--- src/rtl/gemm_tile_scheduler_pkg.sv ---
// Shared encodings for the GEMM tile scheduler: controller state codes and FSM states.
package gemm_tile_scheduler_pkg;

    localparam int CTRL_W = 4;

    localparam logic [CTRL_W-1:0] CTRL_IDLE   = 4'd0;
    localparam logic [CTRL_W-1:0] CTRL_STEADY = 4'd1;
    localparam logic [CTRL_W-1:0] CTRL_DRAIN  = 4'd3;

    typedef enum logic [2:0] {
        S_IDLE   = 3'd0,
        S_LOAD   = 3'd1,
        S_STEADY = 3'd2,
        S_DRAIN  = 3'd3,
        S_NEXT   = 3'd4
    } sched_state_e;

    function automatic logic [CTRL_W-1:0] ctrl_code(input sched_state_e s);
        case (s)
            S_STEADY: return CTRL_STEADY;
            S_DRAIN:  return CTRL_DRAIN;
            default:  return CTRL_IDLE;
        endcase
    endfunction

endpackage

--- src/rtl/gemm_tile_addr_gen.sv ---
// Tile index and SRAM window registers; addresses advance incrementally so every
// sum wraps naturally at the address width.
module gemm_tile_addr_gen
    import gemm_tile_scheduler_pkg::*;
#(
    parameter int NUM_ROW = 8,
    parameter int ADDR_W  = 10,
    parameter int TILE_W  = 8
) (
    input  logic              clk,
    input  logic              rst_n,
    input  logic              clear,
    input  logic              advance,
    input  logic [TILE_W-1:0] num_m_tiles,
    input  logic [TILE_W-1:0] num_n_tiles,
    input  logic [ADDR_W-1:0] k_len,
    input  logic [ADDR_W-1:0] top_base,
    input  logic [ADDR_W-1:0] left_base,
    input  logic [ADDR_W-1:0] out_base,
    output logic [ADDR_W-1:0] k_lat,
    output logic [ADDR_W-1:0] top_start,
    output logic [ADDR_W-1:0] top_end,
    output logic [ADDR_W-1:0] left_start,
    output logic [ADDR_W-1:0] left_end,
    output logic [ADDR_W-1:0] out_addr,
    output logic [TILE_W-1:0] tile_m,
    output logic [TILE_W-1:0] tile_n,
    output logic              last_tile
);

    logic [TILE_W-1:0] num_m_q;
    logic [TILE_W-1:0] num_n_q;
    logic [ADDR_W-1:0] top_base_q;
    logic              n_last;

    assign n_last    = (tile_n == num_n_q - TILE_W'(1));
    assign last_tile = n_last && (tile_m == num_m_q - TILE_W'(1));

    always_ff @(posedge clk or negedge rst_n) begin
        if (!rst_n) begin
            num_m_q    <= '0;
            num_n_q    <= '0;
            k_lat      <= '0;
            top_base_q <= '0;
            tile_m     <= '0;
            tile_n     <= '0;
            top_start  <= '0;
            top_end    <= '0;
            left_start <= '0;
            left_end   <= '0;
            out_addr   <= '0;
        end else if (clear) begin
            num_m_q    <= num_m_tiles;
            num_n_q    <= num_n_tiles;
            k_lat      <= k_len;
            top_base_q <= top_base;
            tile_m     <= '0;
            tile_n     <= '0;
            top_start  <= top_base;
            top_end    <= top_base + k_len;
            left_start <= left_base;
            left_end   <= left_base + k_len;
            out_addr   <= out_base;
        end else if (advance) begin
            // tiles are laid out row-major in the output bank, so each step is one tile
            out_addr <= out_addr + ADDR_W'(NUM_ROW);
            if (n_last) begin
                tile_n     <= '0;
                tile_m     <= tile_m + TILE_W'(1);
                top_start  <= top_base_q;
                top_end    <= top_base_q + k_lat;
                left_start <= left_start + k_lat;
                left_end   <= left_end + k_lat;
            end else begin
                tile_n    <= tile_n + TILE_W'(1);
                top_start <= top_start + k_lat;
                top_end   <= top_end + k_lat;
            end
        end
    end

endmodule

--- src/rtl/gemm_tile_scheduler.sv ---
// Walks a GEMM job tile by tile, sequencing the systolic array controller
// through load, steady-state streaming and drain for each tile.
//
// state    | meaning
// S_IDLE   | waiting for i_start; zero-sized jobs complete here
// S_LOAD   | one cycle, tile window stable for pointer preload
// S_STEADY | operands streaming for k + NUM_ROW + NUM_COL - 1 cycles
// S_DRAIN  | counting NUM_ROW last-column output beats
// S_NEXT   | advance tile indices, finish or load next tile
module gemm_tile_scheduler
    import gemm_tile_scheduler_pkg::*;
#(
    parameter int NUM_ROW              = 8,
    parameter int NUM_COL              = 8,
    parameter int LOG2_SRAM_BANK_DEPTH = 10,
    parameter int TILE_CNT_WIDTH       = 8,
    parameter int CTRL_WIDTH           = CTRL_W
) (
    input  logic                            clk,
    input  logic                            rst_n,
    input  logic                            i_start,
    input  logic                            i_abort,
    input  logic [TILE_CNT_WIDTH-1:0]       i_num_m_tiles,
    input  logic [TILE_CNT_WIDTH-1:0]       i_num_n_tiles,
    input  logic [LOG2_SRAM_BANK_DEPTH-1:0] i_k_len,
    input  logic [LOG2_SRAM_BANK_DEPTH-1:0] i_top_base,
    input  logic [LOG2_SRAM_BANK_DEPTH-1:0] i_left_base,
    input  logic [LOG2_SRAM_BANK_DEPTH-1:0] i_out_base,
    input  logic [NUM_COL-1:0]              i_sa_valid_down,
    output logic [CTRL_WIDTH-1:0]           o_ctrl_state,
    output logic [LOG2_SRAM_BANK_DEPTH-1:0] o_top_rd_start_addr,
    output logic [LOG2_SRAM_BANK_DEPTH-1:0] o_top_rd_end_addr,
    output logic [LOG2_SRAM_BANK_DEPTH-1:0] o_left_rd_start_addr,
    output logic [LOG2_SRAM_BANK_DEPTH-1:0] o_left_rd_end_addr,
    output logic [LOG2_SRAM_BANK_DEPTH-1:0] o_out_base_addr,
    output logic                            o_busy,
    output logic                            o_done,
    output logic [TILE_CNT_WIDTH-1:0]       o_tile_m,
    output logic [TILE_CNT_WIDTH-1:0]       o_tile_n
);

    localparam int CNT_W = LOG2_SRAM_BANK_DEPTH + $clog2(NUM_ROW + NUM_COL) + 1;

    sched_state_e                    state_q, state_d;
    logic [CNT_W-1:0]                cnt_q, cnt_d;
    logic                            done_q, done_d;
    logic                            addr_clear;
    logic                            addr_advance;
    logic                            last_tile;
    logic                            zero_job;
    logic                            sa_last_valid;
    logic                            unused_valid_bits;
    logic [LOG2_SRAM_BANK_DEPTH-1:0] k_lat;

    assign zero_job          = (i_num_m_tiles == '0) || (i_num_n_tiles == '0) || (i_k_len == '0);
    assign sa_last_valid     = i_sa_valid_down[NUM_COL-1];
    assign unused_valid_bits = ^i_sa_valid_down;

    always_ff @(posedge clk or negedge rst_n) begin
        if (!rst_n) begin
            state_q <= S_IDLE;
            cnt_q   <= '0;
            done_q  <= 1'b0;
        end else begin
            state_q <= state_d;
            cnt_q   <= cnt_d;
            done_q  <= done_d;
        end
    end

    always_comb begin
        state_d      = state_q;
        cnt_d        = cnt_q;
        done_d       = 1'b0;
        addr_clear   = 1'b0;
        addr_advance = 1'b0;
        if (i_abort) begin
            state_d = S_IDLE;
            cnt_d   = '0;
        end else begin
            case (state_q)
                S_IDLE: begin
                    if (i_start) begin
                        if (zero_job) begin
                            done_d = 1'b1;
                        end else begin
                            addr_clear = 1'b1;
                            state_d    = S_LOAD;
                        end
                    end
                end
                S_LOAD: begin
                    // terminal count at 0 gives k + NUM_ROW + NUM_COL - 1 steady cycles
                    cnt_d   = CNT_W'(k_lat) + CNT_W'(NUM_ROW + NUM_COL - 2);
                    state_d = S_STEADY;
                end
                S_STEADY: begin
                    if (cnt_q == '0) begin
                        cnt_d   = CNT_W'(NUM_ROW - 1);
                        state_d = S_DRAIN;
                    end else begin
                        cnt_d = cnt_q - CNT_W'(1);
                    end
                end
                S_DRAIN: begin
                    if (sa_last_valid) begin
                        if (cnt_q == '0) begin
                            state_d = S_NEXT;
                        end else begin
                            cnt_d = cnt_q - CNT_W'(1);
                        end
                    end
                end
                S_NEXT: begin
                    addr_advance = 1'b1;
                    if (last_tile) begin
                        done_d  = 1'b1;
                        state_d = S_IDLE;
                    end else begin
                        state_d = S_LOAD;
                    end
                end
                default: begin
                    state_d = S_IDLE;
                    cnt_d   = '0;
                end
            endcase
        end
    end

    assign o_ctrl_state = CTRL_WIDTH'(ctrl_code(state_q));
    assign o_busy       = (state_q != S_IDLE);
    assign o_done       = done_q;

    gemm_tile_addr_gen #(
        .NUM_ROW (NUM_ROW),
        .ADDR_W  (LOG2_SRAM_BANK_DEPTH),
        .TILE_W  (TILE_CNT_WIDTH)
    ) u_addr_gen (
        .clk         (clk),
        .rst_n       (rst_n),
        .clear       (addr_clear),
        .advance     (addr_advance),
        .num_m_tiles (i_num_m_tiles),
        .num_n_tiles (i_num_n_tiles),
        .k_len       (i_k_len),
        .top_base    (i_top_base),
        .left_base   (i_left_base),
        .out_base    (i_out_base),
        .k_lat       (k_lat),
        .top_start   (o_top_rd_start_addr),
        .top_end     (o_top_rd_end_addr),
        .left_start  (o_left_rd_start_addr),
        .left_end    (o_left_rd_end_addr),
        .out_addr    (o_out_base_addr),
        .tile_m      (o_tile_m),
        .tile_n      (o_tile_n),
        .last_tile   (last_tile)
    );

endmodule

--- config.mk ---
export PLATFORM = sky130hd
export DESIGN_NAME = gemm_tile_scheduler
export DESIGN_NICKNAME = d
export VERILOG_FILES = /design/src/rtl/gemm_tile_scheduler_pkg.sv /design/src/rtl/gemm_tile_addr_gen.sv /design/src/rtl/gemm_tile_scheduler.sv
export SDC_FILE = /design/constraint.sdc
export NUM_CORES = 1
export LEC_CHECK = 0
export BUFFER_PORTS_ARGS = -buffer_cell sky130_fd_sc_hd__clkbuf_2
export CORE_ASPECT_RATIO = 1.5
export CORE_MARGIN = 2
export CORE_UTILIZATION = 35
export DETAILED_ROUTE_END_ITERATION = 12
export PLACE_DENSITY = 0.65
export SETUP_SLACK_MARGIN = 0.3
export SLEW_MARGIN = 0
export SYNTH_ARGS = -nofsm -noshare
export SYNTH_HDL_FRONTEND = slang
export SYNTH_SLANG_ARGS = --single-unit
--- constraint.sdc ---
create_clock -name clk -period 5.45 [get_ports clk]
set_input_delay 1.09 -clock clk [delete_from_list [all_inputs] [get_ports clk]]
set_output_delay 1.09 -clock clk [all_outputs]
set_load 0.02 [all_outputs]
==> reports/metrics.cfg <==
[drt]
drc = 0
dr_total_vias = 7830
wl_mm = 25.2
drtIter0Drc = 547
antenna_left = 0
viasPerCell = 5.34
dr.pass1.iters = 5
wl_per_cell_um = 17.2

[clock_network]
cts_hold_buffers = 0
cts_root_buf = clkbuf_16
cts_tree = built
cts_sinks = 121
cts_made_buffers = 17
cts_buffer_depth = 2
path_clk_slew_ns = 0.06
htree_levels = 4
cts_resized = 0
cts_setup_buffers = 0
clock_latency_ns = 0.43

[global_routing]
track_usage = 0.200
grt_overflow = 0
grt_pass1_wl_mm = 40.7
grt_pass1_vias = 7913
grt_max_degree = 67
antenna_found_initial = 0

[pwr]
power_switching_mw = 2.65
power.share.clock = 0.191
p_leak_nw = 4.79
seq_power_share = 0.285
swShare = 0.448
combPwrFrac = 0.524
p_int_mw = 3.26
peakVddDrop_uv = 270
power.density_nw_per_um2 = 587

[synthesis]
synth_edf_count = 0
synth_compound_area_frac = 0.158
muxShareOfSynthArea = 0.0282
seq_area_frac_synth = 0.355
netlist_area_um2 = 8520
synth_seq_cells = 121
synth_area_leaders = dfrtp_1 36%, ha_1 9.0%, nand2_1 8.7%
avgSynthCellArea_um2 = 8.38
ys_types = 67
async_flop_share = 1.00
synth_flop_cell = dfrtp_1
synthCells = 1017
synth_top_family_by_area = simple AND/OR/NAND/NOR gates
synth_fa_ha_area_frac = 0.104
synth_warnings = 0
synth_top_area_share = 0.355
synth_commonest_cells = 197 x nand2_1, 121 x dfrtp_1, 73 x nor2_1, 62 x o21ai_0, 61 x ha_1
synth_xor_area_frac = 0.0761
yosys.area.top_type = dfrtp_1
yosys.area_share.simple = 0.236
synthMostInstantiatedCell = nand2_1

[timing]
period_share = 0.867
finClkSkew_ns = 0.00825
slew_headroom = 0.231
hold_viol = 0
period_needed_ns = 4.72
worst_pin_slew_ns = 1.15
rsz0062_at_grt = no
whs_ns = 0.482
slew_viol_final = 0
setup_violations = 0
tns_ns = 0
fmax_mhz = 212

[floorplan]
die_w_um = 131
coreArea_um2 = 23800
io_pins = 140
rows = 69
die_area_um2 = 25600
fp.dieH_um = 195
initial_core_util = 0.357

[worst_setup_path]
r2r_cells = 17
rr_startpoint = u_addr_gen.num_n_q[0]
cp.arrival_ns = 5.03
crit_type = reg2reg
worst_setup_path_end_kind = flop
worst_r2r_endpoint = u_addr_gen.top_end[8]
r2r_slack_ns = 0.73
cp-start-kind = flop
required_ns = 5.75
crit_path_max_fanout = 11

[finish]
nNetsFinal = 1269
layout-drive-gt1-share = 0.173
multi_input_area_um2 = 5140
nFillCells = 2461
ff_latch_area_um2 = 3030
syn_to_final_growth_pct = 18.2
num_antenna_cells = 0
fin_area_um2 = 10100

[min_path]
hold_class = reg2reg
whs_path_depth = 2
worstHoldStart = u_addr_gen.out_addr[2]
hold_end = u_addr_gen.out_addr[2]

[placement]
portBuffers = 130
gp_congestion = 0.853
place.detailed.hpwl_mm = 18.8
dpl_cell_area_um2 = 9490

[flow_run]
drv_cap = 0

[outcome]
status = completed

[per-stage QoR]
step	cells	util	power (mW)	setup WS, ns
floorplan	1018	-	3.94	1.24
global placement	1434	0.398	4.71	0.906
detailed placement	1434	0.398	4.78	0.753
CTS	1466	0.423	5.94	0.735
global route	1466	0.423	6.41	0.335
finish	1466	0.423	5.91	0.726
[sequential cells by signal, summed over array words and instances, names as in the netlist, 10 cells and up]
name,count
cnt_q,15
u_addr_gen.k_lat,10
u_addr_gen.left_end,10
u_addr_gen.left_start,10
u_addr_gen.out_addr,10
u_addr_gen.top_base_q,10
u_addr_gen.top_end,10
u_addr_gen.top_start,10
[layer usage]
| metal | vias up | track usage | routed length, µm |
|---|---|---|---|
| met1 | 3802 | 0.236 | 10600 |
| met3 | 51 | 0.0296 | 873 |
| met2 | 174 | 0.358 | 12900 |
| met4 | 0 | 0.0902 | 859 |
| met5 | - | 0 | 0 |
| li1 | 3803 | - | - |
[how the worst max path moves through the flow]
stage / from / to / slack (ns) / cells past startpoint
floorplan: u_addr_gen.num_n_q[0] / u_addr_gen.top_end[8] / 1.24 / 19
global placement: u_addr_gen.num_n_q[0] / u_addr_gen.top_end[8] / 0.91 / 17
detailed placement: u_addr_gen.num_n_q[0] / u_addr_gen.top_end[8] / 0.75 / 17
CTS: u_addr_gen.num_n_q[0] / u_addr_gen.top_end[8] / 0.74 / 17
global route: u_addr_gen.num_n_q[0] / u_addr_gen.top_end[8] / 0.34 / 19
finish: u_addr_gen.num_n_q[0] / u_addr_gen.top_end[8] / 0.73 / 17
[power by group through the flow]
| stage | sequential, mW | clock [mW] | combinational (mW) |
|---|---|---|---|
| after CTS | 1.68 | 1.15 | 3.11 |
| after floorplan | 1.75 | 0 | 2.19 |
| after detailed placement | 1.70 | 0 | 3.08 |
| after global routing | 1.74 | 1.19 | 3.48 |
| final | 1.69 | 1.13 | 3.10 |
| after global placement | 1.68 | 0 | 3.03 |
[cells in the final DEF (no fill, tap or decap), drive strengths merged, types with 14 or more instances in the layout]
| cell type | n |
|---|---|
| nand2 | 198 |
| clkbuf | 149 |
| dfrtp | 121 |
| nor2 | 74 |
| o21ai | 63 |
| ha | 61 |
| xnor2 | 51 |
| a21oi | 48 |
| inv | 48 |
| nor3 | 30 |
| nand3 | 28 |
| xor2 | 23 |
| a31oi | 21 |
| nor4 | 16 |
| nor2b | 15 |
| mux2i | 15 |
| and3 | 14 |
| a21o | 14 |
[area by class of cell]
| type | instances | area share |
|---|---|---|
| multi-input combinational | 807 | 0.511 |
| clock buffer | 20 | 0.0454 |
| inverter | 47 | 0.0175 |
| sequential | 121 | 0.301 |
| clock inverter | 12 | 0.0123 |
| tap | 319 | 0.0396 |
| timing repair buffer | 140 | 0.0736 |
[worst max-delay path: stages (launching register included)]
cell	delay, ns
dfrtp_1	0.42
or4_1	0.55
nor4_1	0.33
a311o_2	0.16
a21oi_1	0.07
or3_1	0.64
mux2_2	0.32
ha_1	0.16
inv_1	0.06
fa_1	0.37
nor2b_1	0.17
o21ai_0	0.12
a21boi_0	0.29
o21ai_0	0.16
a21o_1	0.21
and4_1	0.18
a2111oi_0	0.29
nor3_1	0.08
[cells by family after synthesis]
family	after synthesis
buffers and inverters	90
XOR/XNOR	74
multiplexers	23
flip-flops	121
AND/OR/NAND/NOR	429
adder cells (fa/ha/maj)	67
AO/OA/AOI/OAI	212
other	1
No activity file was read; power rests on OpenSTA's default activity.
